`src/rtl/commit_rob.sv`:
```
// In-order commit stage: a small reorder buffer collects out-of-order branch results by commit ID
// and retires them one per cycle into the channel register file or the MAC accumulator.
module commit_rob #(
  parameter int unsigned DATA_WIDTH = 16,
  parameter int unsigned N_BRANCHES = 4,
  parameter int unsigned ID_WIDTH   = 4,
  parameter int unsigned ROB_DEPTH  = 8,
  parameter int unsigned N_CHANNELS = 16,
  localparam int unsigned CAW       = $clog2(N_CHANNELS),
  localparam int unsigned CNTW      = $clog2(ROB_DEPTH + 1)
) (
  input  logic                             clk,
  input  logic                             reset,
  input  logic                             i_enable,
  input  logic                             i_flush,
  input  logic                             i_sat_mode,
  input  logic                             i_sample_tick,
  input  logic [DATA_WIDTH-1:0]            i_sample_in,
  input  logic [N_BRANCHES-1:0]            i_in_valid,
  output logic [N_BRANCHES-1:0]            o_in_ready,
  input  logic [N_BRANCHES*ID_WIDTH-1:0]   i_in_id,
  input  logic [N_BRANCHES*2*DATA_WIDTH-1:0] i_in_result,
  input  logic [N_BRANCHES*CAW-1:0]        i_in_dest,
  input  logic [N_BRANCHES-1:0]            i_in_to_acc,
  input  logic [N_BRANCHES-1:0]            i_in_acc_overwrite,
  output logic [CAW-1:0]                   o_channel_write_addr,
  output logic [DATA_WIDTH-1:0]            o_channel_write_val,
  output logic                             o_channel_write_enable,
  output logic [2*DATA_WIDTH-1:0]          o_accumulator_write_val,
  output logic                             o_accumulator_write_enable,
  output logic                             o_accumulator_add_enable,
  output logic [ID_WIDTH-1:0]              o_next_commit_id,
  output logic [CNTW-1:0]                  o_rob_count
);

  localparam int unsigned SIW = $clog2(ROB_DEPTH);
  localparam int unsigned RW  = 2 * DATA_WIDTH;
  localparam logic [DATA_WIDTH-1:0] SAT_MAX = {1'b0, {(DATA_WIDTH-1){1'b1}}};
  localparam logic [DATA_WIDTH-1:0] SAT_MIN = {1'b1, {(DATA_WIDTH-1){1'b0}}};

  logic [ROB_DEPTH-1:0]  r_valid;
  logic [RW-1:0]         r_result [ROB_DEPTH];
  logic [CAW-1:0]        r_dest   [ROB_DEPTH];
  logic [ROB_DEPTH-1:0]  r_to_acc;
  logic [ROB_DEPTH-1:0]  r_ovw;
  logic [ID_WIDTH-1:0]   r_head;
  logic [CNTW-1:0]       r_count;

  logic [CAW-1:0]        r_ch_addr;
  logic [DATA_WIDTH-1:0] r_ch_val;
  logic                  r_ch_we;
  logic [RW-1:0]         r_acc_val;
  logic                  r_acc_we;
  logic                  r_acc_add;

  logic [ID_WIDTH-1:0]   w_id   [N_BRANCHES];
  logic [SIW-1:0]        w_slot [N_BRANCHES];
  logic [ID_WIDTH-1:0]   w_dist [N_BRANCHES];
  logic [N_BRANCHES-1:0] w_ready;
  logic [CNTW-1:0]       w_n_acc;
  logic                  w_go;
  logic                  w_retire;
  logic [SIW-1:0]        w_head_slot;
  logic [RW-1:0]         w_head_res;
  logic [RW-DATA_WIDTH:0] w_upper;
  logic                  w_fits;
  logic [DATA_WIDTH-1:0] w_ch_val;

  assign w_go        = i_enable && !i_sample_tick && !i_flush && !reset;
  assign w_head_slot = r_head[SIW-1:0];
  assign w_retire    = i_enable && !i_sample_tick && !i_flush && r_valid[w_head_slot];

  always_comb begin
    for (int i = 0; i < N_BRANCHES; i++) begin
      w_id[i]   = i_in_id[i*ID_WIDTH +: ID_WIDTH];
      w_slot[i] = w_id[i][SIW-1:0];
      w_dist[i] = w_id[i] - r_head;
    end
  end

  // Within the window each slot maps to a single ID, so equal slots imply equal IDs.
  always_comb begin
    logic cand;
    w_ready = '0;
    for (int i = 0; i < N_BRANCHES; i++) begin
      cand = i_in_valid[i] && w_go && (32'(w_dist[i]) < ROB_DEPTH) && !r_valid[w_slot[i]];
      for (int j = 0; j < N_BRANCHES; j++) begin
        if (j < i && w_ready[j] && (w_slot[j] == w_slot[i])) cand = 1'b0;
      end
      w_ready[i] = cand;
    end
  end

  always_comb begin
    int n;
    n = 0;
    for (int i = 0; i < N_BRANCHES; i++) begin
      if (w_ready[i]) n = n + 1;
    end
    w_n_acc = CNTW'(n);
  end

  // Signed clamp: the value fits when every bit from the narrow sign bit upward agrees.
  assign w_head_res = r_result[w_head_slot];
  assign w_upper    = w_head_res[RW-1:DATA_WIDTH-1];
  assign w_fits     = (&w_upper) || !(|w_upper);

  always_comb begin
    w_ch_val = w_head_res[DATA_WIDTH-1:0];
    if (i_sat_mode && !w_fits) begin
      w_ch_val = w_head_res[RW-1] ? SAT_MIN : SAT_MAX;
    end
  end

  always_ff @(posedge clk) begin
    if (reset) begin
      r_valid   <= '0;
      r_to_acc  <= '0;
      r_ovw     <= '0;
      r_head    <= '0;
      r_count   <= '0;
      r_ch_addr <= '0;
      r_ch_val  <= '0;
      r_ch_we   <= 1'b0;
      r_acc_val <= '0;
      r_acc_we  <= 1'b0;
      r_acc_add <= 1'b0;
    end else begin
      r_ch_we  <= 1'b0;
      r_acc_we <= 1'b0;
      if (i_enable) begin
        if (i_flush) begin
          r_valid <= '0;
          r_head  <= '0;
          r_count <= '0;
        end else if (i_sample_tick) begin
          r_ch_addr <= '0;
          r_ch_val  <= i_sample_in;
          r_ch_we   <= 1'b1;
        end else begin
          for (int i = 0; i < N_BRANCHES; i++) begin
            if (w_ready[i]) begin
              r_valid[w_slot[i]]  <= 1'b1;
              r_result[w_slot[i]] <= i_in_result[i*RW +: RW];
              r_dest[w_slot[i]]   <= i_in_dest[i*CAW +: CAW];
              r_to_acc[w_slot[i]] <= i_in_to_acc[i];
              r_ovw[w_slot[i]]    <= i_in_acc_overwrite[i];
            end
          end
          // An accepted slot is never the valid head, so these writes do not collide.
          if (w_retire) begin
            r_valid[w_head_slot] <= 1'b0;
            r_head               <= r_head + 1'b1;
            if (r_to_acc[w_head_slot]) begin
              r_acc_val <= w_head_res;
              r_acc_we  <= 1'b1;
              r_acc_add <= !r_ovw[w_head_slot];
            end else begin
              r_ch_addr <= r_dest[w_head_slot];
              r_ch_val  <= w_ch_val;
              r_ch_we   <= 1'b1;
            end
          end
          r_count <= r_count + w_n_acc - CNTW'(w_retire);
        end
      end
    end
  end

  assign o_in_ready                 = w_ready;
  assign o_channel_write_addr       = r_ch_addr;
  assign o_channel_write_val        = r_ch_val;
  assign o_channel_write_enable     = r_ch_we;
  assign o_accumulator_write_val    = r_acc_val;
  assign o_accumulator_write_enable = r_acc_we;
  assign o_accumulator_add_enable   = r_acc_add;
  assign o_next_commit_id           = r_head;
  assign o_rob_count                = r_count;

endmodule

```
`config.mk`:
```
export PLATFORM = sky130hd
export DESIGN_NAME = commit_rob
export DESIGN_NICKNAME = d
export VERILOG_FILES = /design/src/rtl/commit_rob.sv
export SDC_FILE = /design/constraint.sdc
export NUM_CORES = 1
export LEC_CHECK = 0
export ABC_CLOCK_PERIOD_IN_PS = 6500
export CAP_MARGIN = 15
export CORE_ASPECT_RATIO = 1.2
export CORE_UTILIZATION = 49
export DETAILED_ROUTE_END_ITERATION = 10
export PLACE_DENSITY = 0.7
export SYNTH_ARGS = -nofsm -noshare
export SYNTH_HDL_FRONTEND = slang
export SYNTH_SLANG_ARGS = --single-unit
```
`constraint.sdc`:
```
create_clock -name clk -period 6.5 [get_ports clk]
set_clock_uncertainty 0.2 [all_clocks]
set_input_delay 1.95 -clock clk [delete_from_list [all_inputs] [get_ports clk]]
set_output_delay 1.95 -clock clk [all_outputs]
set_load 0.01 [all_outputs]
```
; Word level (Yosys, flattened, before mapping)
; Memories as Yosys holds them, arrays and structs flattened. A register that Yosys moved wholly into a read port is not among the register bits.
; Cells that the tools add are included.
[op_classes]
reduce_logical = 50
mux = 142
bitwise = 10
n_addsub = 10
n_eq_ne = 8
order_cmp = 14
[op_table]
columns = operator, count
row1 = $mux W8, 55
row2 = $mux W16, 5
row3 = $bwmux W8, 8
row4 = $mux W1, 47
row5 = $mux W4, 11
row6 = $or A8 B8 Y8, 4
row7 = $logic_and A1 B1 Y1, 28
row8 = $bmux W1 S3, 7
row9 = $lt A3 B4 Y1 const B, 5
row10 = $eq A3 B3 Y1, 6
row11 = $reduce_and A17 Y1, 1
row12 = $reduce_or A17 Y1, 1
row13 = $lt A4 B4 Y1 const B, 4
row14 = $sub A4 B4 Y4, 4
row15 = $demux W1 S3, 5
row16 = $ge A3 B1 Y1 const B, 5
row17 = $mux W3, 4
row18 = $logic_not A1 Y1, 10
row19 = $add A4 B2 Y4 const B, 2
row20 = $and A8 B8 Y8, 1
row21 = $not A8 Y8, 1
row22 = $reduce_and A3 Y1, 2
row23 = $reduce_and A5 Y1, 1
row24 = $reduce_or A5 Y1, 1
row25 = other kinds (11), 16
[totals]
in_bits = 194
out_inout_bits = 67
word_cells = 247
memories = 2
ram_bits = 288
reg_bits = 87
[memory_table]
columns = name, words, word_bits, read_ports, rd_clocked_by_memory_dff, write_ports, line_no
row1 = r_result, 8, 32, 1, 1, 4, 42  ; logic [RW-1:0] r_result [ROB_DEPTH];
row2 = r_dest, 8, 4, 1, 1, 4, 43  ; logic [CAW-1:0] r_dest [ROB_DEPTH];

; Longest topological paths before layout
[logic_depth]
depth_word = 34
depth_mapped = 24
depth_no_buf = 21

; Worst setup path before layout
; Ideal clock, no wire load.
[synth_path]
path_kind = input -> register
from = input port reset
to = register r_count[3] (netlist: o_rob_count[3])
path_buffers = 3
t_required_ns = 6.168
setup_ns = 0.132
slack_ns = 0.316
arrival_time_ns = 5.852
stages = 20
path_cell_list = buf_2 nor4b_4 nand3_1 a211o_1 or3b_1 o211ai_4 clkbuf_1 buf_2 xnor2_1 ha_1 mux2i_1 ha_1 inv_1 ha_1 a21o_1 a21oi_1 xnor2_1 nor2_1 o21ai_0 a21oi_1
[synth_via]
elab_chain_len = 16
word_cells_on_any_way = 37
cone_classes = 5 x add/sub / 12 x mux / 20 x reduce/logical
[synth_lines]
columns = item, line_no
row1 = from (decl), 13  ; input logic reset,
row2 = $logic_not A1 Y1, 69  ; assign w_go = i_enable && !i_sample_tick && !i_flush && !reset;
row3 = $logic_and A1 B1 Y1, 69
row4 = $logic_and A1 B1 Y1 (3 in a row), 86  ; cand = i_in_valid[i] && w_go && (32'(w_dist[i]) < ROB_DEPTH) && !r_valid[w_slot[i]];
row5 = $mux W1 or $logic_and A1 B1 Y1 (tied branches), "98, 88"
row6 = $add A1 B1 Y2 or $mux W1 (tied branches), "98, 88"
row7 = $mux W4 or $logic_and A1 B1 Y1 (tied branches), "98, 88"
row8 = $add A4 B2 Y4 or $mux W1 (tied branches), "98, 88"
row9 = $mux W4 or $logic_and A1 B1 Y1 (tied branches), "98, 88"
row10 = $add A4 B2 Y4 or $mux W1 (tied branches), "98, 88"
row11 = $mux W4, 98  ; if (w_ready[i]) n = n + 1;
row12 = $add A4 B4 Y4, 164  ; r_count <= r_count + w_n_acc - CNTW'(w_retire);
row13 = $sub A4 B1 Y4, 164
row14 = $mux W4, 136  ; end else if (i_sample_tick) begin
row15 = $mux W4, 132  ; if (i_flush) begin
row16 = to (signal assigned), 164
row17 = to (decl), 47  ; logic [CNTW-1:0] r_count;
; Parallel ways exist; a longest one is shown, timed or not. The select of a mux whose other input is x is not followed.
; A chain may end at the register's enable or synchronous reset.

; Worst setup path after layout
[layout_path]
from = input port i_flush
to = output port o_in_ready[3]
[layout_via]
elab_chain_len = 12
word_cells_on_any_way = 27
cone_classes = 6 x mux / 21 x reduce/logical
[layout_lines]
columns = item, line_no
row1 = from (decl), 15  ; input logic i_flush,
row2 = $logic_not A1 Y1 *, 69
row3 = $logic_and A1 B1 Y1 * (2 in a row), 69
row4 = $logic_and A1 B1 Y1 (3 in a row), 86
row5 = $logic_and A1 B1 Y1, 88  ; if (j < i && w_ready[j] && (w_slot[j] == w_slot[i])) cand = 1'b0;
row6 = $mux W1, 88
row7 = $logic_and A1 B1 Y1, 88
row8 = $mux W1, 88
row9 = $logic_and A1 B1 Y1, 88
row10 = $mux W1 *, 88
row11 = to (decl), 20  ; output logic [N_BRANCHES-1:0] o_in_ready,
; Every way passes the cells marked *; elsewhere a longest branch is shown, timed or not.

==> flow_metrics.tcl <==
set metrics [dict create \
    outcome "complete, no violations" \
    critPathMaxFanout 3 \
    routed_via_density 6.67 \
    core_um2 54000 \
    path_class "primary input to output port" \
    relSlewSlack 0.221 \
    num_rows 93 \
    start_util 0.500 \
    post_cts_buffers 0 \
    clock_tree.buffer_depth 3 \
    arrival_ns 4.26 \
    hold-worst-slack_ns 0.293 \
    die_area_um2 56000 \
    vias 22343 \
    ys_async_sr_fraction 0 \
    root_buffer "clkbuf_16" \
    cap_viol_max_count 0 \
    cp-end-kind "output port" \
    power_density_nw_per_um2 175 \
    area_growth_pct 19.6 \
    synth_cell_types 74 \
    ioPinCount 261 \
    fmax_mhz 156 \
    synth_area_um2 27000 \
    synth_nets 2587 \
    drtAntennaViolNets 0 \
    setup_ws_ns 0.0927 \
    synth-edff-count 288 \
    ys_seq_area_frac 0.387 \
    leakage_nw 11.8 \
    path_clk_slew_ns 0.05 \
    pre_cts_ws_ns -0.261 \
    cts_tree "built" \
    multi_input_area_um2 15600 \
    worstPathRequired_ns 4.35 \
    drt-initial-drc-count 2932 \
    clock_latency_ns 0.58 \
    track_usage 0.336 \
    ir_drop_v 0.000160 \
    synth_area_leader_cell "edfxtp_1" \
    fp.dieW_um 216 \
    tightest_slew_ns 1.16 \
    yosys.area.top_type_share 0.321 \
    grt_pass1_wl_um 141000 \
    crit_path_start_kind "primary input" \
    place_congestion 0.944 \
    regArea_um2 10500 \
    post_synth_inst_count 2375 \
    syn_area_per_cell_um2 11.4 \
    ys.flop_type "edfxtp_1" \
    grt_start_max_net_pins 88 \
    numPortBuffers 260 \
    ys_top_cells_by_area "edfxtp_1 32%, mux2_2 23%, mux2i_1 8.5%" \
    final_layout_size_suffix_gt1_frac 0.322 \
    dr.pass1.iters 8 \
    hp-class "flip-flop to flip-flop" \
    die_h_um 259 \
    synth-seq-cells 378 \
    rsz0062_at_grt "false" \
    grt_pass1_vias 21908 \
    drt-total-wl_um 96200 \
    hold_viol_final 0 \
    htree_levels 2 \
    min_period_over_period 0.986 \
    cts_buffers 42 \
    drc 0 \
    final_nets 2809 \
    cts_hold_buf 0 \
    wl_per_cell_um 28.7 \
    dp_hpwl_um 59700 \
    ys.warnings.count 0 \
    setup_violations 0 \
    final_max_slew_viol_count 0 \
    period_needed_ns 6.41 \
    fillers 4383 \
    cts_sinks 378 \
    grt_overflow 0 \
    antenna_found_initial 12 \
]
synthesized netlist by cell type (all sizes together) (6+ instances only):
cell and number:
nand3 20, clkbuf 101, nand4b 7, a21oi 118, o21ai 101, nor2 95
mux4 55, and2 8, edfxtp 288, ha 17, a211oi 42, nor4 50
buf 110, nand2b 8, nand3b 6, o211ai 14, mux2 596, a311oi 13
o21bai 15, nand4 29, xnor2 12, nor2b 15, and3 6, dfxtp 90
nand2 130, nor3 59, xor2 20, a21boi 15, mux2i 229, inv 18
a22oi 22, a31oi 13
state kept, by name, indices dropped and copies added (netlist names), 8 cells and up, named ones only:
register	flops
r_to_acc	8
r_valid	8
o_accumulator_write_val	32
o_channel_write_val	16
r_ovw	8
r_result	256
r_dest	32
layout by cell type, fill, tap and decap left out, types with 45 or more instances in the layout:
| master | instances |
|---|---|
| a21oi_1 | 117 |
| buf_4 | 98 |
| clkbuf_16 | 45 |
| clkdlybuf4s50_1 | 250 |
| dfxtp_1 | 87 |
| edfxtp_1 | 288 |
| mux2_2 | 552 |
| mux2i_1 | 228 |
| mux4_2 | 55 |
| nand2_1 | 125 |
| nor2_1 | 95 |
| nor3_1 | 59 |
| nor4_1 | 48 |
| o21ai_0 | 89 |
what timing repair did:
item | in CTS | in global routing
setup endpoints to repair | 3 | 2
pin swaps | 1 | 0
resized for setup | 7 | 7
gates cloned | 0 | 0
stage by stage:
step | instance area [µm²] | instances | utilization | TNS (ns) | power [mW]
global placement | 30900 | 3264 | 0.572 | -0.696 | 3.31
finish | 32200 | 3349 | 0.597 | 0 | 5.65
detailed placement | 30900 | 3264 | 0.572 | -0.745 | 3.33
global route | 32200 | 3347 | 0.597 | 0 | 5.79
CTS | 32200 | 3338 | 0.596 | 0 | 5.65
floorplan | 27000 | 2375 | - | 0 | 3.00
report_power, final:
group | switching (mW) | internal, mW
combinational | 0.331 | 0.345
sequential | 0.00713 | 2.61
clock | 1.01 | 1.35
metal layers:
metal,global-route usage,wire (µm),vias up
met4,0.155,4080,6
met3,0.0634,9970,298
met5,0,34,-
li1,-,-,9632
met2,0.539,44900,1451
met1,0.439,37200,10956
logic make-up after synthesis:
family	after synthesis	synth area share
adders and majority gates	18	0.00863
xor gates and xnor gates	32	0.0104
DFF	378	0.387
AOI/OAI and AO/OA	383	0.0886
muxes	880	0.381
buffers and inverters	230	0.0393
and+or+nand+nor	454	0.0845
cell type report:
cell class | instances | share of cell area
Multi-Input combinational cell | 1767 | 0.483
Sequential cell | 378 | 0.324
Timing Repair Buffer | 389 | 0.121
Clock buffer | 66 | 0.0386
Tap cell | 712 | 0.0276
Inverter | 19 | 0.00221
Clock inverter | 8 | 0.00198
Antenna cell | 10 | 0.000776
critical path, stage by stage:
cell and delay (ns):
clkdlybuf4s50_1 0.46, nor4b_4 0.31, nand3_1 0.13, a211o_1 0.32, or3b_4 0.43, o2111ai_4 0.21, and2_4 0.18, dlygate4sd2_1 0.26
final timing paths:
path,start,end,slack (ns),depth (start not counted)
min reg2reg,o_accumulator_write_val[31],o_accumulator_write_val[31],0.29,2
max,i_flush,o_in_ready[3],0.09,8
max reg2reg,o_next_commit_id[2],o_rob_count[3],1.59,25
min,o_accumulator_write_val[31],o_accumulator_write_val[31],0.29,2
(Power assumes the default switching activity.)
